[src/rtl/game_pkg.sv]
// Shared types and constants for the player health / score slice.
package game_pkg;

  localparam int HP_W = 4;
  localparam int SCORE_DIGITS = 4;
  localparam int CNT_W = 8;
  localparam int DEF_MAX_HP = 5;
  localparam int DEF_INVULN_FRAMES = 60;

  typedef enum logic [1:0] {
    ALIVE,
    INVULN,
    DEAD
  } player_state_t;

  // One BCD digit add: returns {carry_out, digit}.
  function automatic logic [4:0] bcd_add(
    input logic [3:0] a,
    input logic [3:0] b,
    input logic       ci
  );
    logic [4:0] s;
    s = {1'b0, a} + {1'b0, b} + {4'b0, ci};
    if (s > 5'd9) begin
      s = s - 5'd10;
      return {1'b1, s[3:0]};
    end
    return {1'b0, s[3:0]};
  endfunction

endpackage

[src/rtl/player_status_if.sv]
// Event inputs from gameplay and status outputs to controller/display.
interface player_status_if;
  import game_pkg::*;

  logic            game_reset;
  logic            score_reset;
  logic            frame_tick;
  logic            hit_1;
  logic            hit_2;
  logic            points;
  logic [3:0]      points_val;
  logic [HP_W-1:0] hp_1;
  logic [HP_W-1:0] hp_2;
  logic            dead_1;
  logic            dead_2;
  logic            invuln_1;
  logic            invuln_2;
  logic [15:0]     score_bcd;
  logic            score_max;

  modport master (
    output game_reset, score_reset, frame_tick,
    output hit_1, hit_2, points, points_val,
    input  hp_1, hp_2, dead_1, dead_2,
    input  invuln_1, invuln_2, score_bcd, score_max
  );

  modport slave (
    input  game_reset, score_reset, frame_tick,
    input  hit_1, hit_2, points, points_val,
    output hp_1, hp_2, dead_1, dead_2,
    output invuln_1, invuln_2, score_bcd, score_max
  );

endinterface

[src/rtl/player_status_health.sv]
// One player's ALIVE/INVULN/DEAD FSM with HP and
// frame-based invulnerability counter.
module player_health
  import game_pkg::*;
#(
  parameter int MAX_HP        = DEF_MAX_HP,
  parameter int INVULN_FRAMES = DEF_INVULN_FRAMES
) (
  input  logic            Clk,
  input  logic            Reset,
  input  logic            game_reset,
  input  logic            hit,
  input  logic            frame_tick,
  output logic [HP_W-1:0] hp,
  output logic            dead,
  output logic            invuln
);

  player_state_t    state_q, state_d;
  logic [HP_W-1:0]  hp_q, hp_d;
  logic [CNT_W-1:0] cnt_q, cnt_d;

  // State, HP and counter registers
  always_ff @(posedge Clk) begin
    if (Reset) begin
      state_q <= ALIVE;
      hp_q    <= HP_W'(MAX_HP);
      cnt_q   <= '0;
    end else begin
      state_q <= state_d;
      hp_q    <= hp_d;
      cnt_q   <= cnt_d;
    end
  end

  // Next state: game_reset beats hit beats tick
  always_comb begin
    state_d = state_q;
    hp_d    = hp_q;
    cnt_d   = cnt_q;
    if (game_reset) begin
      state_d = ALIVE;
      hp_d    = HP_W'(MAX_HP);
      cnt_d   = '0;
    end else begin
      unique case (state_q)
        ALIVE: begin
          if (hit) begin
            if (hp_q > HP_W'(1)) begin
              hp_d    = hp_q - HP_W'(1);
              cnt_d   = CNT_W'(INVULN_FRAMES);
              state_d = INVULN;
            end else begin
              hp_d    = '0;
              state_d = DEAD;
            end
          end
        end
        INVULN: begin
          if (frame_tick) begin
            if (cnt_q == CNT_W'(1)) begin
              cnt_d   = '0;
              state_d = ALIVE;
            end else begin
              cnt_d = cnt_q - CNT_W'(1);
            end
          end
        end
        DEAD: begin
        end
        default: state_d = ALIVE;
      endcase
    end
  end

  assign hp     = hp_q;
  assign dead   = (state_q == DEAD);
  assign invuln = (state_q == INVULN);

endmodule

[src/rtl/player_status.sv]
// Two-player health tracking plus shared saturating
// 4-digit BCD score.
module player_status
  import game_pkg::*;
#(
  parameter int MAX_HP        = DEF_MAX_HP,
  parameter int INVULN_FRAMES = DEF_INVULN_FRAMES
) (
  input  logic          Clk,
  input  logic          Reset,
  player_status_if.slave bus
);

  localparam logic [15:0] SCORE_TOP = 16'h9999;

  logic [15:0] score_q, score_d;
  logic        max_q, max_d;
  logic [15:0] sum;
  logic        carry;
  logic [3:0]  add_val;

  player_health #(
    .MAX_HP       (MAX_HP),
    .INVULN_FRAMES(INVULN_FRAMES)
  ) u_p1 (
    .Clk       (Clk),
    .Reset     (Reset),
    .game_reset(bus.game_reset),
    .hit       (bus.hit_1),
    .frame_tick(bus.frame_tick),
    .hp        (bus.hp_1),
    .dead      (bus.dead_1),
    .invuln    (bus.invuln_1)
  );

  player_health #(
    .MAX_HP       (MAX_HP),
    .INVULN_FRAMES(INVULN_FRAMES)
  ) u_p2 (
    .Clk       (Clk),
    .Reset     (Reset),
    .game_reset(bus.game_reset),
    .hit       (bus.hit_2),
    .frame_tick(bus.frame_tick),
    .hp        (bus.hp_2),
    .dead      (bus.dead_2),
    .invuln    (bus.invuln_2)
  );

  // Score registers
  always_ff @(posedge Clk) begin
    if (Reset) begin
      score_q <= '0;
      max_q   <= 1'b0;
    end else begin
      score_q <= score_d;
      max_q   <= max_d;
    end
  end

  // Ripple BCD add of the clamped award
  always_comb begin
    add_val = (bus.points_val > 4'd9) ? 4'd9 : bus.points_val;
    carry   = 1'b0;
    sum     = '0;
    for (int i = 0; i < SCORE_DIGITS; i++) begin
      {carry, sum[i*4 +: 4]} = bcd_add(
        score_q[i*4 +: 4],
        (i == 0) ? add_val : 4'd0,
        carry);
    end
  end

  // Score next state: clear beats award, saturate at 9999
  always_comb begin
    score_d = score_q;
    max_d   = max_q;
    if (bus.score_reset) begin
      score_d = '0;
      max_d   = 1'b0;
    end else if (bus.points && !(bus.dead_1 && bus.dead_2)) begin
      if (carry || sum == SCORE_TOP) begin
        score_d = SCORE_TOP;
        max_d   = 1'b1;
      end else begin
        score_d = sum;
        max_d   = 1'b0;
      end
    end
  end

  assign bus.score_bcd = score_q;
  assign bus.score_max = max_q;

endmodule

[src/flat_wrapper.sv]
// flat-port wrapper written by rule: the top's interface ports become plain ports
module player_status_flat import game_pkg::*;
#(
  parameter int MAX_HP        = DEF_MAX_HP,
  parameter int INVULN_FRAMES = DEF_INVULN_FRAMES
)
  (Clk, Reset, bus_game_reset, bus_score_reset, bus_frame_tick, bus_hit_1, bus_hit_2, bus_points, bus_points_val, bus_hp_1, bus_hp_2, bus_dead_1, bus_dead_2, bus_invuln_1, bus_invuln_2, bus_score_bcd, bus_score_max);
  player_status_if bus_i ();
  input  logic Clk;
  input  logic Reset;
  input wire logic [$bits(bus_i.game_reset)-1:0] bus_game_reset;
  input wire logic [$bits(bus_i.score_reset)-1:0] bus_score_reset;
  input wire logic [$bits(bus_i.frame_tick)-1:0] bus_frame_tick;
  input wire logic [$bits(bus_i.hit_1)-1:0] bus_hit_1;
  input wire logic [$bits(bus_i.hit_2)-1:0] bus_hit_2;
  input wire logic [$bits(bus_i.points)-1:0] bus_points;
  input wire logic [$bits(bus_i.points_val)-1:0] bus_points_val;
  output wire logic [$bits(bus_i.hp_1)-1:0] bus_hp_1;
  output wire logic [$bits(bus_i.hp_2)-1:0] bus_hp_2;
  output wire logic [$bits(bus_i.dead_1)-1:0] bus_dead_1;
  output wire logic [$bits(bus_i.dead_2)-1:0] bus_dead_2;
  output wire logic [$bits(bus_i.invuln_1)-1:0] bus_invuln_1;
  output wire logic [$bits(bus_i.invuln_2)-1:0] bus_invuln_2;
  output wire logic [$bits(bus_i.score_bcd)-1:0] bus_score_bcd;
  output wire logic [$bits(bus_i.score_max)-1:0] bus_score_max;
  assign bus_i.game_reset = bus_game_reset;
  assign bus_i.score_reset = bus_score_reset;
  assign bus_i.frame_tick = bus_frame_tick;
  assign bus_i.hit_1 = bus_hit_1;
  assign bus_i.hit_2 = bus_hit_2;
  assign bus_i.points = bus_points;
  assign bus_i.points_val = bus_points_val;
  assign bus_hp_1 = bus_i.hp_1;
  assign bus_hp_2 = bus_i.hp_2;
  assign bus_dead_1 = bus_i.dead_1;
  assign bus_dead_2 = bus_i.dead_2;
  assign bus_invuln_1 = bus_i.invuln_1;
  assign bus_invuln_2 = bus_i.invuln_2;
  assign bus_score_bcd = bus_i.score_bcd;
  assign bus_score_max = bus_i.score_max;
  player_status #(.MAX_HP(MAX_HP), .INVULN_FRAMES(INVULN_FRAMES)) u_core (.Clk(Clk), .Reset(Reset), .bus(bus_i));
endmodule
[config.mk]
export PLATFORM = sky130hd
export DESIGN_NAME = player_status_flat
export DESIGN_NICKNAME = d
export VERILOG_FILES = /design/src/rtl/game_pkg.sv /design/src/rtl/player_status_if.sv /design/src/rtl/player_status_health.sv /design/src/rtl/player_status.sv /design/src/flat_wrapper.sv
export SDC_FILE = /design/constraint.sdc
export NUM_CORES = 1
export LEC_CHECK = 0
export CORE_MARGIN = 2
export CORE_UTILIZATION = 40
export DETAILED_ROUTE_END_ITERATION = 10
export PLACE_DENSITY = 0.62
export SLEW_MARGIN = 20
export SYNTH_ARGS = -nofsm -noshare
export SYNTH_HDL_FRONTEND = slang
export SYNTH_SLANG_ARGS = --single-unit
[constraint.sdc]
create_clock -name Clk -period 10.4 [get_ports Clk]
set_input_delay 2.08 -clock Clk [delete_from_list [all_inputs] [get_ports Clk]]
set_output_delay 2.08 -clock Clk [all_outputs]
set_load 0.03 [all_outputs]
==> Flow_metrics.wiki, run 1 <==
{| class="wikitable"
! Metric !! Value
|-
| Placement Rows || 31
|-
| Clock network fraction of design power || 37.2%
|-
| Number of CTS-inserted buffers || 5
|-
| Maximum number of pins on one net before global-route repair || 24
|-
| Per-cell routed wire length || approximately 14 um
|-
| Peak supply drop || ~66 uV
|-
| Final Total Pwr || 0.440 mW
|-
| Number of buffers added on ports || 40
|-
| Run status || complete, no violations
|-
| Detailed-route via count || ~2800
|-
| Multi-input gate area in the final layout || between 1500 and 2000 um2
|-
| Post-layout instance area || 3630 um2
|-
| Final worst-path cycle share || 93.6%
|-
| Number of antenna violations at the first check in global routing || 0
|-
| Cell with the largest stage delay on the worst path || sky130_fd_sc_hd__clkdlybuf4s50_1
|-
| Actual slew at the worst max-slew pin || 0.777 ns
|-
| Crit Reg-Reg Startpoint || u_core.bus.score_bcd[0]
|-
| Drt first pass iters || 4
|-
| Critical path peak fanout || 6
|-
| Critical path arrival || about 10 ns
|-
| Clock edge transition at the registers on the reported setup and hold paths || 0.09 ns
|-
| Unique cell type count in the Yosys netlist || 57
|-
| Number of register bits inferred by synthesis || 45
|-
| Critical path's largest stage delay || 0.51 ns
|-
| Kind of end point of the critical path || register
|-
| Share of synthesized registers carrying an async set or reset || 0%
|-
| Global route total overflow || 0
|-
| First-pass GRT wire length || 11.9 mm
|-
| Count of routing violations after the opening detailed-route iteration || 156
|-
| Achievable frequency || 0.103 GHz
|-
| Critical R2R Capture || u_core.bus.score_max
|-
| Mapped Area || 2980 um2
|-
| Min-delay src || u_core.u_p2.cnt_q[3]
|-
| Final hold violations || 0
|-
| Comb pwr share || between 20% and 30%
|-
| Clock root buffer master || sky130_fd_sc_hd__clkbuf_8
|-
| Crit path launch type || input pin
|-
| Count of filler cells inserted in the layout || 727
|-
| Worst reg2reg setup slack || about 2.7 ns
|-
| P per Cell Area || between 100 and 150 nW/um2
|-
| Seq pwr share || 42.0%
|-
| Worst-Skew Late Latency || 0.30 ns
|-
| Overall track demand over capacity in global routing || 17.4%
|-
| Normalized max-slew margin || 48.2%
|-
| Final antenna-violating net count || 0
|-
| Critical setup path kind || in2reg
|-
| Final critical-path required period || 9.74 ns
|-
| P_int || about 0.32 mW
|-
| TritonCTS sink count || between 40 and 50
|-
| Synthesis-to-layout area growth || 22.1%
|-
| # Max-Cap Violations || 0
|-
| Post-synthesis sequential area ratio || 30.3%
|-
| Data required, critical path || roughly 11 ns
|-
| Largest buffer count on any clock path || 2
|-
| Max-slew violation count || 0
|-
| Number of top-level design ports || 41
|-
| Post-synthesis instance total || 370
|-
| Final setup vio count || 0
|-
| Switching power total || roughly 0.12 mW
|-
| Main area contributors after synthesis || sky130_fd_sc_hd__dfxtp_1 (30%), sky130_fd_sc_hd__ha_1 (11%), sky130_fd_sc_hd__a21oi_1 (6.1%)
|-
| Fraction of final layout cells sized beyond drive strength 1 || under 10%
|-
| Min-Delay Path Class || reg2reg
|-
| Count of unresolved DRC violations after routing || 0
|-
| Util after Layout || about half
|-
| Share of the synthesized area in the top cell type || between 30% and 40%
|-
| Die Wd || 90.3 um
|-
| Core outline area || between 7000 and 8000 um2
|-
| DP Area || 3470 um2
|-
| Total leakage power || 1.39 nW
|-
| Detailed Place HPWL || 5.18 mm
|-
| Path depth of the worst reg2reg path || 33
|-
| Mean number of vias per cell || 5.48
|-
| Sequential standard cell area || 901 um2
|-
| Effective utilization at floorplan || 41.3%
|-
| Synth Warn # || 0
|-
| Vias in the first global route || roughly 2600
|-
| Final estimated routing congestion in global placement || about 0.86
|-
| CTS tree || done
|-
| WHS Path Cells || 2
|-
| Hold WS || 0.477 ns
|-
| Cell taking the most area after synthesis || sky130_fd_sc_hd__dfxtp_1
|-
| Mean area per synthesized cell || 8.05 um2
|-
| Detailed Route WL || 6.90 mm
|-
| CTS HTree Levels || 2
|-
| ANT cells || 0
|-
| Chip Height || 90.3 um
|-
| Die Outline Area || 8150 um2
|-
| Synthesized net count || 409
|-
| Cell occurring most often along the worst timing path || sky130_fd_sc_hd__ha_1
|-
| Count of nets after finishing || 447
|-
| Clock Skews || 0.00410 ns
|-
| End point of the most critical hold path || u_core.u_p2.cnt_q[3]
|-
| Number of enable flip-flop cells after synthesis || 0
|-
| Commonest register cell after synthesis || sky130_fd_sc_hd__dfxtp_1
|-
| Sw frac || 28.3%
|}
## synth_stat cells (all sizes together) (2+ instances only)
library cell  count
a21oi            36
buf               2
a22oi             3
inv              24
dfxtp            45
a31oi             8
xor2              6
o221a             6
clkbuf            9
and4              2
nand2b            7
nand2            34
a21o              4
nand4             3
nor3b             2
and3              2
ha               26
nor4              3
nor4b             2
xnor2             9
mux2i             3
or4               3
nor2b             7
o221ai            3
nor2             31
or2               2
a21boi            3
o21ai            23
o31ai             3
o211ai            3
and2              9
nor3             13
and3b             2
a32o              2
nand3            12
a211oi            3
o311ai            2
or3b              3
## logic make-up (layout without fill, tap and decap cells)
group           count (synthesis)  after routing  synth area share, %
compound gates                103            103                 22.8
xor+xnor                       15             15                 4.66
fa+ha+maj                      27             27                 11.6
buf+inv                        35             74                 4.58
flops                          45             45                 30.3
mux                             4              4                 1.39
simple gates                  141            141                 24.7
## power groups by stage
stage	clock network (mW)	logic, mW	registers [mW]
5_1_grt	0.176	0.102	0.186
6_report	0.164	0.0915	0.185
4_1_cts	0.169	0.0892	0.185
3_5_place_dp	0	0.0884	0.189
3_3_place_gp	0	0.0879	0.189
2_1_floorplan	0	0.0590	0.192
## metrics by stage
step	setup TNS (ns)	std cells	setup WS, ns
CTS	0	508	0.366
global route	-0.00878	508	-0.00878
finish	0	508	0.661
detailed placement	0	500	0.0617
global placement	0	500	0.388
floorplan	0	370	0.950
## placed cells by master (no fill, tap or decap), drive strengths merged, types with 8 or more instances in the layout
| cell | n |
|---|---|
| nand2 | 34 |
| nor2 | 31 |
| nor3 | 13 |
| xnor2 | 9 |
| ha | 26 |
| o21ai | 23 |
| a31oi | 8 |
| and2 | 9 |
| clkdlybuf4s50 | 40 |
| dfxtp | 45 |
| nand3 | 12 |
| inv | 25 |
| a21oi | 36 |
## final cells by class
| type | count | area share, % |
|---|---|---|
| repair buffers | 42 | 11.4 |
| multi-input cells | 290 | 54.1 |
| clock buffers | 5 | 1.89 |
| flip-flops and latches | 45 | 24.8 |
| well taps | 99 | 3.41 |
| clock inverters | 3 | 1.89 |
| inverters | 24 | 2.48 |
## worst max-delay path by stage
stage               cells past startpoint              endpoint              start  slack, ns
floorplan                              35  u_core.bus.score_max  bus_points_val[2]       0.95
CTS                                    36  u_core.bus.score_max  bus_points_val[3]       0.37
global route                           36  u_core.bus.score_max  bus_points_val[3]     -0.009
finish                                 36  u_core.bus.score_max  bus_points_val[3]       0.66
detailed placement                     36  u_core.bus.score_max  bus_points_val[3]       0.06
global placement                       36  u_core.bus.score_max  bus_points_val[3]       0.39
## metal layers
layer  wire [um]  track usage, %
met1        3250            23.0
met2        3390            29.9
met3         200            2.67
met4          56            3.85
met5           0               0
## state kept, by name, summed over array words and instances, names as in the netlist
register / flops
u_core.u_p2.hp: 4
u_core.u_p1.cnt_q: 8
u_core.u_p2.cnt_q: 8
u_core.bus.score_bcd: 16
u_core.u_p1.hp: 4
u_core.bus.score_max: 1
u_core.u_p2.state_q: 2
u_core.u_p1.state_q: 2
## critical path, delay by kind of cell
kind | cells | cell delay (ns)
fa+ha+maj | 12 | 2.98
xor+xnor | 4 | 0.98
buf+inv | 4 | 0.75
compound gates | 13 | 2.67
simple gates | 3 | 0.52
## what timing repair did
action                     CTS  global route
resized for setup            0             5
setup buffers                0             0
hold buffers                 0             0
setup endpoints to repair    0             1
hold endpoints to repair     0             0
No activity file was read; power rests on OpenSTA's default activity.
==> run 2: changes to the inputs <==
- GPL_ROUTABILITY_DRIVEN: default -> 0
- PLACE_DENSITY: 0.62 -> 0.72
- SYNTH_HIERARCHICAL: default -> 1
==> Flow_metrics.wiki, run 2 <==
{| class="wikitable"
! Metric !! Value
|-
| Number of register bits inferred by synthesis || 45 (unchanged)
|-
| Post-synthesis sequential area ratio || 28.2% (-2.0 points)
|-
| P_int || 0.261 mW (-17%)
|-
| Synthesized net count || 437 (+6.8%)
|-
| Unique cell type count in the Yosys netlist || 68 (+19%)
|-
| Number of top-level design ports || 41 (unchanged)
|-
| Die Outline Area || 8720 um2 (+7.0%)
|-
| Main area contributors after synthesis || sky130_fd_sc_hd__dfxtp_1 (28%), sky130_fd_sc_hd__ha_1 (10%), sky130_fd_sc_hd__nor2_1 (4.1%)
|-
| Crit path launch type || input pin
|-
| Detailed Place HPWL || 5.57 mm (+7.6%)
|-
| # Max-Cap Violations || 0 (unchanged)
|-
| Final worst-path cycle share || 93.1% (-0.50 points)
|-
| Most numerous cell in the Yosys netlist || sky130_fd_sc_hd__dfxtp_1
|-
| Number of flip-flops in the largest register || 16 (unchanged)
|-
| Cell taking the most area after synthesis || sky130_fd_sc_hd__dfxtp_1
|-
| Clock edge transition at the registers on the reported setup and hold paths || 0.08 ns (about the same)
|-
| Actual slew at the worst max-slew pin || 0.767 ns (-0.00942 ns)
|-
| Total setup buffers inserted after CTS || 0 (unchanged)
|-
| Number of buffers added on ports || 40 (unchanged)
|-
| Share of synthesized registers carrying an async set or reset || 0% (unchanged)
|-
| Cell occurring most often along the worst timing path || sky130_fd_sc_hd__ha_1
|-
| Clock Skews || 0.00621 ns (+0.00212 ns)
|-
| Count of routing violations after the opening detailed-route iteration || 112 (-28%)
|-
| Number of enable flip-flop cells after synthesis || 0 (unchanged)
|-
| Per-cell routed wire length || 13.9 um (+2.3%)
|-
| Mapped Area || 3190 um2 (+7.3%)
|-
| Placement Rows || 32 (+3.2%)
|-
| Total leakage power || 1.40 nW (+0.88%)
|-
| Final hold violations || 0 (unchanged)
|-
| First-pass GRT wire length || 12.7 mm (+6.7%)
|-
| Synth Warn # || 6 (+6)
|-
| Sequential standard cell area || 901 um2 (unchanged)
|-
| Clock network fraction of design power || 28.4% (-8.8 points)
|-
| Most frequent cells in the layout || sky130_fd_sc_hd__dfxtp_1 (45), sky130_fd_sc_hd__clkdlybuf4s50_1 (40), sky130_fd_sc_hd__nor2_1 (35)
|-
| P per Cell Area || 99.9 nW/um2 (-17%)
|-
| Worst reg2reg setup slack || 2.81 ns (+0.11 ns)
|-
| Comb pwr share || 23.2% (+2.4 points)
|-
| Multi-input gate area in the final layout || 2170 um2 (+10%)
|-
| Achievable frequency || 0.103 GHz (+0.54%)
|-
| Detailed-route via count || 3022 (+8.6%)
|-
| Peak supply drop || 63.2 uV (-4.5%)
|-
| Final antenna-violating net count || 0 (unchanged)
|-
| Number of CTS-inserted buffers || 5 (unchanged)
|-
| Run status || complete, no violations
|-
| Crit Reg-Reg Startpoint || u_core/bus.score_bcd[0]
|-
| Critical path peak fanout || 12 (+6)
|-
| Synthesis-to-layout area growth || 18.8%
|-
| Final setup vio count || 0 (unchanged)
|-
| Global route total overflow || 0 (unchanged)
|-
| CTS Hold Bufs || 0 (unchanged)
|-
| Count of unresolved DRC violations after routing || 0 (unchanged)
|-
| Fraction of final layout cells sized beyond drive strength 1 || 8.78% (+2.2 points)
|-
| Final critical-path required period || 9.69 ns (-0.0523 ns)
|-
| Number of cells upsized or downsized after cts || 0 (unchanged)
|-
| Sw frac || 31.1% (+2.8 points)
|-
| Critical path arrival || 9.89 ns (-0.09 ns)
|-
| Commonest non-fill, non-tap cell in the layout || sky130_fd_sc_hd__dfxtp_1
|-
| CTS tree || done
|-
| Max-slew violation count || 0 (unchanged)
|-
| Largest buffer count on any clock path || 2 (unchanged)
|-
| Die Wd || 93.4 um (+3.4%)
|-
| Core outline area || 7730 um2 (+7.1%)
|-
| Util after Layout || 49.1% (-1.3 points)
|-
| Number of antenna violations at the first check in global routing || 0 (unchanged)
|-
| Post-synthesis instance total || 398 (+7.6%)
|-
| Seq pwr share || 48.3% (+6.3 points)
|-
| Critical path's largest stage delay || 0.51 ns (about the same)
|-
| Vias in the first global route || 2706 (+5.5%)
|-
| Drt first pass iters || 4 (unchanged)
|-
| Number of cells in the finished layout apart from fillers || 535 (+5.3%)
|-
| Maximum number of pins on one net before global-route repair || 15 (-38%)
|-
| Mean number of vias per cell || 5.65 (+3.1%)
|-
| Overall track demand over capacity in global routing || 17.6% (+0.25 points)
|-
| Number of placed cells counting well taps || 527 (+5.4%)
|-
| TritonCTS sink count || 45 (unchanged)
|-
| ANT cells || 0 (unchanged)
|-
| Kind of end point of the critical path || register
|-
| Clock root buffer master || sky130_fd_sc_hd__clkbuf_8
|-
| Critical setup path kind || in2reg
|-
| Switching power total || 0.118 mW (-5.3%)
|-
| Data required, critical path || 10.61 ns (-0.03 ns)
|-
| Min-Delay Path Class || reg2reg
|-
| Count of filler cells inserted in the layout || 756 (+4.0%)
|-
| Worst-Skew Late Latency || 0.30 ns (about the same)
|-
| CTS HTree Levels || 2 (unchanged)
|-
| Min-delay src || u_core/bus.score_bcd[2]
|-
| Commonest register cell after synthesis || sky130_fd_sc_hd__dfxtp_1
|-
| Mean area per synthesized cell || 8.03 um2 (-0.28%)
|-
| Top cells by count, synth || sky130_fd_sc_hd__dfxtp_1 (45), sky130_fd_sc_hd__nor2_1 (35), sky130_fd_sc_hd__ha_1 (26)
|-
| Normalized max-slew margin || 48.4% (+0.23 points)
|-
| Detailed Route WL || 7.44 mm (+7.8%)
|-
| Chip Height || 93.4 um (+3.4%)
|-
| Summed negative setup slack over all endpoints || 0 ns (unchanged)
|-
| Source of the critical timing path || bus_points_val[3]
|-
| Share of the synthesized area in the top cell type || 28.2% (-2.0 points)
|-
| Effective utilization at floorplan || 41.3% (+0.061 points)
|-
| Count of nets after finishing || 471 (+5.4%)
|-
| Cell with the largest stage delay on the worst path || sky130_fd_sc_hd__clkdlybuf4s50_1
|}
-- run 2: cell count changes in the layout (fill, tap and decap cells not counted), moves of 5 or more --
cell,previous run,this run
sky130_fd_sc_hd__a21oi_1,36,25
sky130_fd_sc_hd__a22oi_1,3,9
sky130_fd_sc_hd__and2_1,9,2
sky130_fd_sc_hd__nand2_1,34,24
sky130_fd_sc_hd__nand3_1,11,24
sky130_fd_sc_hd__nand3b_1,1,9
sky130_fd_sc_hd__xnor2_1,8,3
-- run 2: logic make-up (layout without fill, tap and decap cells) --
group | count (synthesis) | in the layout | share of synthesized area (%)
AOI/OAI and AO/OA | 115 | 115 | 25.2
xor gates and xnor gates | 6 | 6 | 1.65
adders and majority gates | 27 | 27 | 10.8
buffers and inverters | 39 | 74 | 4.97
DFF | 45 | 45 | 28.2
muxes | 4 | 4 | 1.25
and+or+nand+nor | 162 | 162 | 27.9
-- run 2: worst paths after layout --
check,to,cells past startpoint
setup reg to reg,u_core/bus.score_bcd[1],33
setup / recovery,u_core/bus.score_bcd[1],36
hold reg to reg,u_core/bus.score_bcd[2],2
hold / removal,u_core/bus.score_bcd[2],2
-- run 2: metal layers --
metal / global-route usage, % / wire length (um)
met2: 29.0 / 3490
met5: 0 / 0
met4: 4.29 / 55
met1: 23.8 / 3520
met3: 3.22 / 379
-- run 2: power groups by stage --
stage / logic [mW] / registers (mW) / clock network [mW]
3_5_place_dp: 0.0854 / 0.187 / 0
5_1_grt: 0.0976 / 0.184 / 0.119
6_report: 0.0880 / 0.183 / 0.108
2_1_floorplan: 0.0575 / 0.190 / 0
3_3_place_gp: 0.0838 / 0.187 / 0
4_1_cts: 0.0858 / 0.183 / 0.113
-- run 2: cell type report --
| class | instances | share of cell area [%] |
|---|---|---|
| Multi-Input combinational cell | 314 | 57.2 |
| Tap cell | 102 | 3.36 |
| Sequential cell | 45 | 23.7 |
| Timing Repair Buffer | 43 | 11.1 |
| Inverter | 23 | 2.27 |
| Clock buffer | 5 | 1.81 |
| Clock inverter | 3 | 0.462 |
-- run 2: worst max-delay path: cells and delay by family --
kind	cells	cell delay [ns]
XOR/XNOR	3	0.53
AND/OR/NAND/NOR	3	0.38
AO/OA/AOI/OAI	15	2.91
adder cells (fa/ha/maj)	12	3.15
buffers and inverters	3	0.79
-- run 2: per-stage QoR --
stage / worst slack, ns / total power, mW / instance area (um2) / hold WS, ns
final: 0.713 / 0.379 / 3790 / 0.491
after floorplan: 1.39 / 0.248 / 3190 / 0.474
after CTS: 0.232 / 0.383 / 3760 / 0.499
after global routing: -0.0257 / 0.401 / 3790 / 0.540
after detailed placement: -0.0875 / 0.273 / 3670 / 0.487
after global placement: 0.433 / 0.271 / 3670 / 0.471
==> run 3: changes to the inputs <==
- CORE_UTILIZATION: 40 -> 56
- PLACE_DENSITY: 0.72 -> 0.92
==> Flow_metrics.wiki, run 3 (same netlist as run 2, synthesis figures left out) <==
{| class="wikitable"
! Metric !! Value
|-
| Die Wd || 79.5 um (-15%)
|-
| Synthesis-to-layout area growth || 19.0%
|-
| Mean number of vias per cell || 6.24 (+10%)
|-
| Clock edge transition at the registers on the reported setup and hold paths || 0.08 ns (about the same)
|-
| CTS HTree Levels || 2 (unchanged)
|-
| Critical path arrival || 10.11 ns (+0.22 ns)
|-
| Source of the critical timing path || bus_points_val[3]
|-
| Commonest non-fill, non-tap cell in the layout || sky130_fd_sc_hd__dfxtp_1
|-
| Placement Rows || 27 (-16%)
|-
| Detailed-route via count || 3143 (+4.0%)
|-
| Final setup vio count || 0 (unchanged)
|-
| # Max-Cap Violations || 0 (unchanged)
|-
| Normalized max-slew margin || 46.9% (-1.6 points)
|-
| Detailed Route WL || 7.89 mm (+6.1%)
|-
| TritonCTS sink count || 45 (unchanged)
|-
| Number of top-level design ports || 41 (unchanged)
|-
| Vias in the first global route || 3021 (+12%)
|-
| Count of unresolved DRC violations after routing || 0 (unchanged)
|-
| Die Outline Area || 6320 um2 (-27%)
|-
| Data required, critical path || 10.60 ns (about the same)
|-
| Drt first pass iters || 5 (+1)
|-
| Cell with the largest stage delay on the worst path || sky130_fd_sc_hd__clkdlybuf4s50_1
|-
| Clock Skews || 0.00957 ns (+0.00336 ns)
|-
| Seq pwr share || 44.9% (-3.4 points)
|-
| Actual slew at the worst max-slew pin || 0.791 ns (+0.0233 ns)
|-
| Min-delay src || u_core/bus.score_bcd[2]
|-
| Max-slew violation count || 0 (unchanged)
|-
| Run status || complete, no violations
|-
| Crit path launch type || input pin
|-
| Final critical-path required period || 9.92 ns (+0.228 ns)
|-
| Per-cell routed wire length || 15.7 um (+13%)
|-
| Switching power total || 0.116 mW (-2.1%)
|-
| Summed negative setup slack over all endpoints || 0 ns (unchanged)
|-
| Min-Delay Path Class || reg2reg
|-
| Crit Reg-Reg Startpoint || u_core/bus.score_bcd[0]
|-
| Pre-CTS setup slack || -0.235 ns (-0.147 ns)
|-
| Number of CTS-inserted buffers || 5 (unchanged)
|-
| PnR worst setup slack || 0.485 ns (-0.228 ns)
|-
| Chip Height || 79.5 um (-15%)
|-
| Detailed Place HPWL || 5.66 mm (+1.6%)
|-
| Final hold violations || 0 (unchanged)
|-
| Global route total overflow || 0 (unchanged)
|-
| Count of nets after finishing || 470 (-0.21%)
|-
| First-pass GRT wire length || 13.0 mm (+1.8%)
|-
| Final worst-path cycle share || 95.3% (+2.2 points)
|-
| P_int || 0.293 mW (+12%)
|-
| Core outline area || 5510 um2 (-29%)
|-
| CTS tree || done
|-
| Number of buffers added on ports || 40 (unchanged)
|-
| Number of cells in the finished layout apart from fillers || 504 (-5.8%)
|-
| ANT cells || 0 (unchanged)
|-
| Number of placed cells counting well taps || 495 (-6.1%)
|-
| Critical setup path kind || in2reg
|-
| Kind of end point of the critical path || register
|-
| Final Total Pwr || 0.409 mW (+7.8%)
|-
| Count of filler cells inserted in the layout || 410 (-46%)
|-
| Number of flip-flops in the largest register || 16 (unchanged)
|-
| Maximum number of pins on one net before global-route repair || 17 (+2)
|-
| Fraction of final layout cells sized beyond drive strength 1 || 8.10% (-0.67 points)
|-
| Sw frac || 28.3% (-2.9 points)
|-
| Clock network fraction of design power || 33.3% (+4.9 points)
|-
| Critical path peak fanout || 16 (+4)
|-
| Achievable frequency || 0.101 GHz (-2.3%)
|-
| Largest buffer count on any clock path || 2 (unchanged)
|-
| Total leakage power || 1.43 nW (+1.8%)
|-
| Worst-Skew Late Latency || 0.30 ns (about the same)
|-
| Comb pwr share || 21.8% (-1.4 points)
|-
| Clock root buffer master || sky130_fd_sc_hd__clkbuf_8
|-
| Number of antenna violations at the first check in global routing || 0 (unchanged)
|-
| P per Cell Area || 108 nW/um2 (+7.6%)
|-
| Critical path's largest stage delay || 0.51 ns (about the same)
|-
| Most frequent cells in the layout || sky130_fd_sc_hd__dfxtp_1 (45), sky130_fd_sc_hd__clkdlybuf4s50_1 (40), sky130_fd_sc_hd__nor2_1 (35)
|-
| Overall track demand over capacity in global routing || 25.1% (+7.5 points)
|-
| Cell occurring most often along the worst timing path || sky130_fd_sc_hd__ha_1
|-
| Count of routing violations after the opening detailed-route iteration || 217 (+94%)
|-
| Effective utilization at floorplan || 58.0% (+17 points)
|-
| Final antenna-violating net count || 0 (unchanged)
|-
| Peak supply drop || 99.4 uV (+57%)
|}
==> run 3: timing repair <==
item | 4_1_cts | 5_1_grt
endpoints found under the setup margin | 0 | 16
hold buffers | 0 | 0
buffers inserted | 0 | 1
resized for setup | 0 | 6
==> run 3: layer usage <==
| metal | track usage (%) | routed length [um] | vias to the layer above |
|---|---|---|---|
| met5 | 0 | 0 | - |
| met4 | 8.10 | 102 | 0 |
| met3 | 2.83 | 485 | 15 |
| met2 | 47.1 | 3990 | 113 |
| met1 | 29.6 | 3310 | 1479 |
| li1 | - | - | 1536 |
==> run 3: critical path, delay by kind of cell <==
kind	cells	cell delay, ns
simple gates	4	0.50
compound gates	14	2.80
xor+xnor	3	0.82
fa+ha+maj	12	3.14
buf+inv	3	0.73
==> run 3: power groups by stage <==
stage / Combinational [mW] / Sequential [mW] / Clock (mW)
2_1_floorplan: 0.0575 / 0.190 / 0
3_3_place_gp: 0.0821 / 0.187 / 0
3_5_place_dp: 0.0854 / 0.187 / 0
4_1_cts: 0.0860 / 0.183 / 0.138
5_1_grt: 0.0975 / 0.184 / 0.143
6_report: 0.0889 / 0.184 / 0.136
==> run 3: worst paths after layout <==
check | endpoint | slack [ns] | cells past startpoint
max | u_core/bus.score_max | 0.48 | 36
min | u_core/bus.score_bcd[2] | 0.49 | 2
max reg2reg | u_core/bus.score_max | 2.55 | 33
min reg2reg | u_core/bus.score_bcd[2] | 0.49 | 2
==> run 3: per-stage QoR <==
step                util, %  hold slack (ns)  area [um2]
global placement       65.7            0.471        3620
detailed placement     65.8            0.488        3620
finish                 69.0            0.494        3800
floorplan                 -            0.474        3190
CTS                    67.9            0.499        3740
global route           69.0            0.536        3800
==> run 3: area by class of cell <==
type                       count  area [um2]  area share [%]
clock buffer                   7        86.3            2.27
clock inverter                 1        30.0           0.790
inverter                      23        86.3            2.27
multi-input combinational    314        2180            57.3
sequential                    45         901            23.7
tap                           72        90.1            2.37
timing repair buffer          42         428            11.3
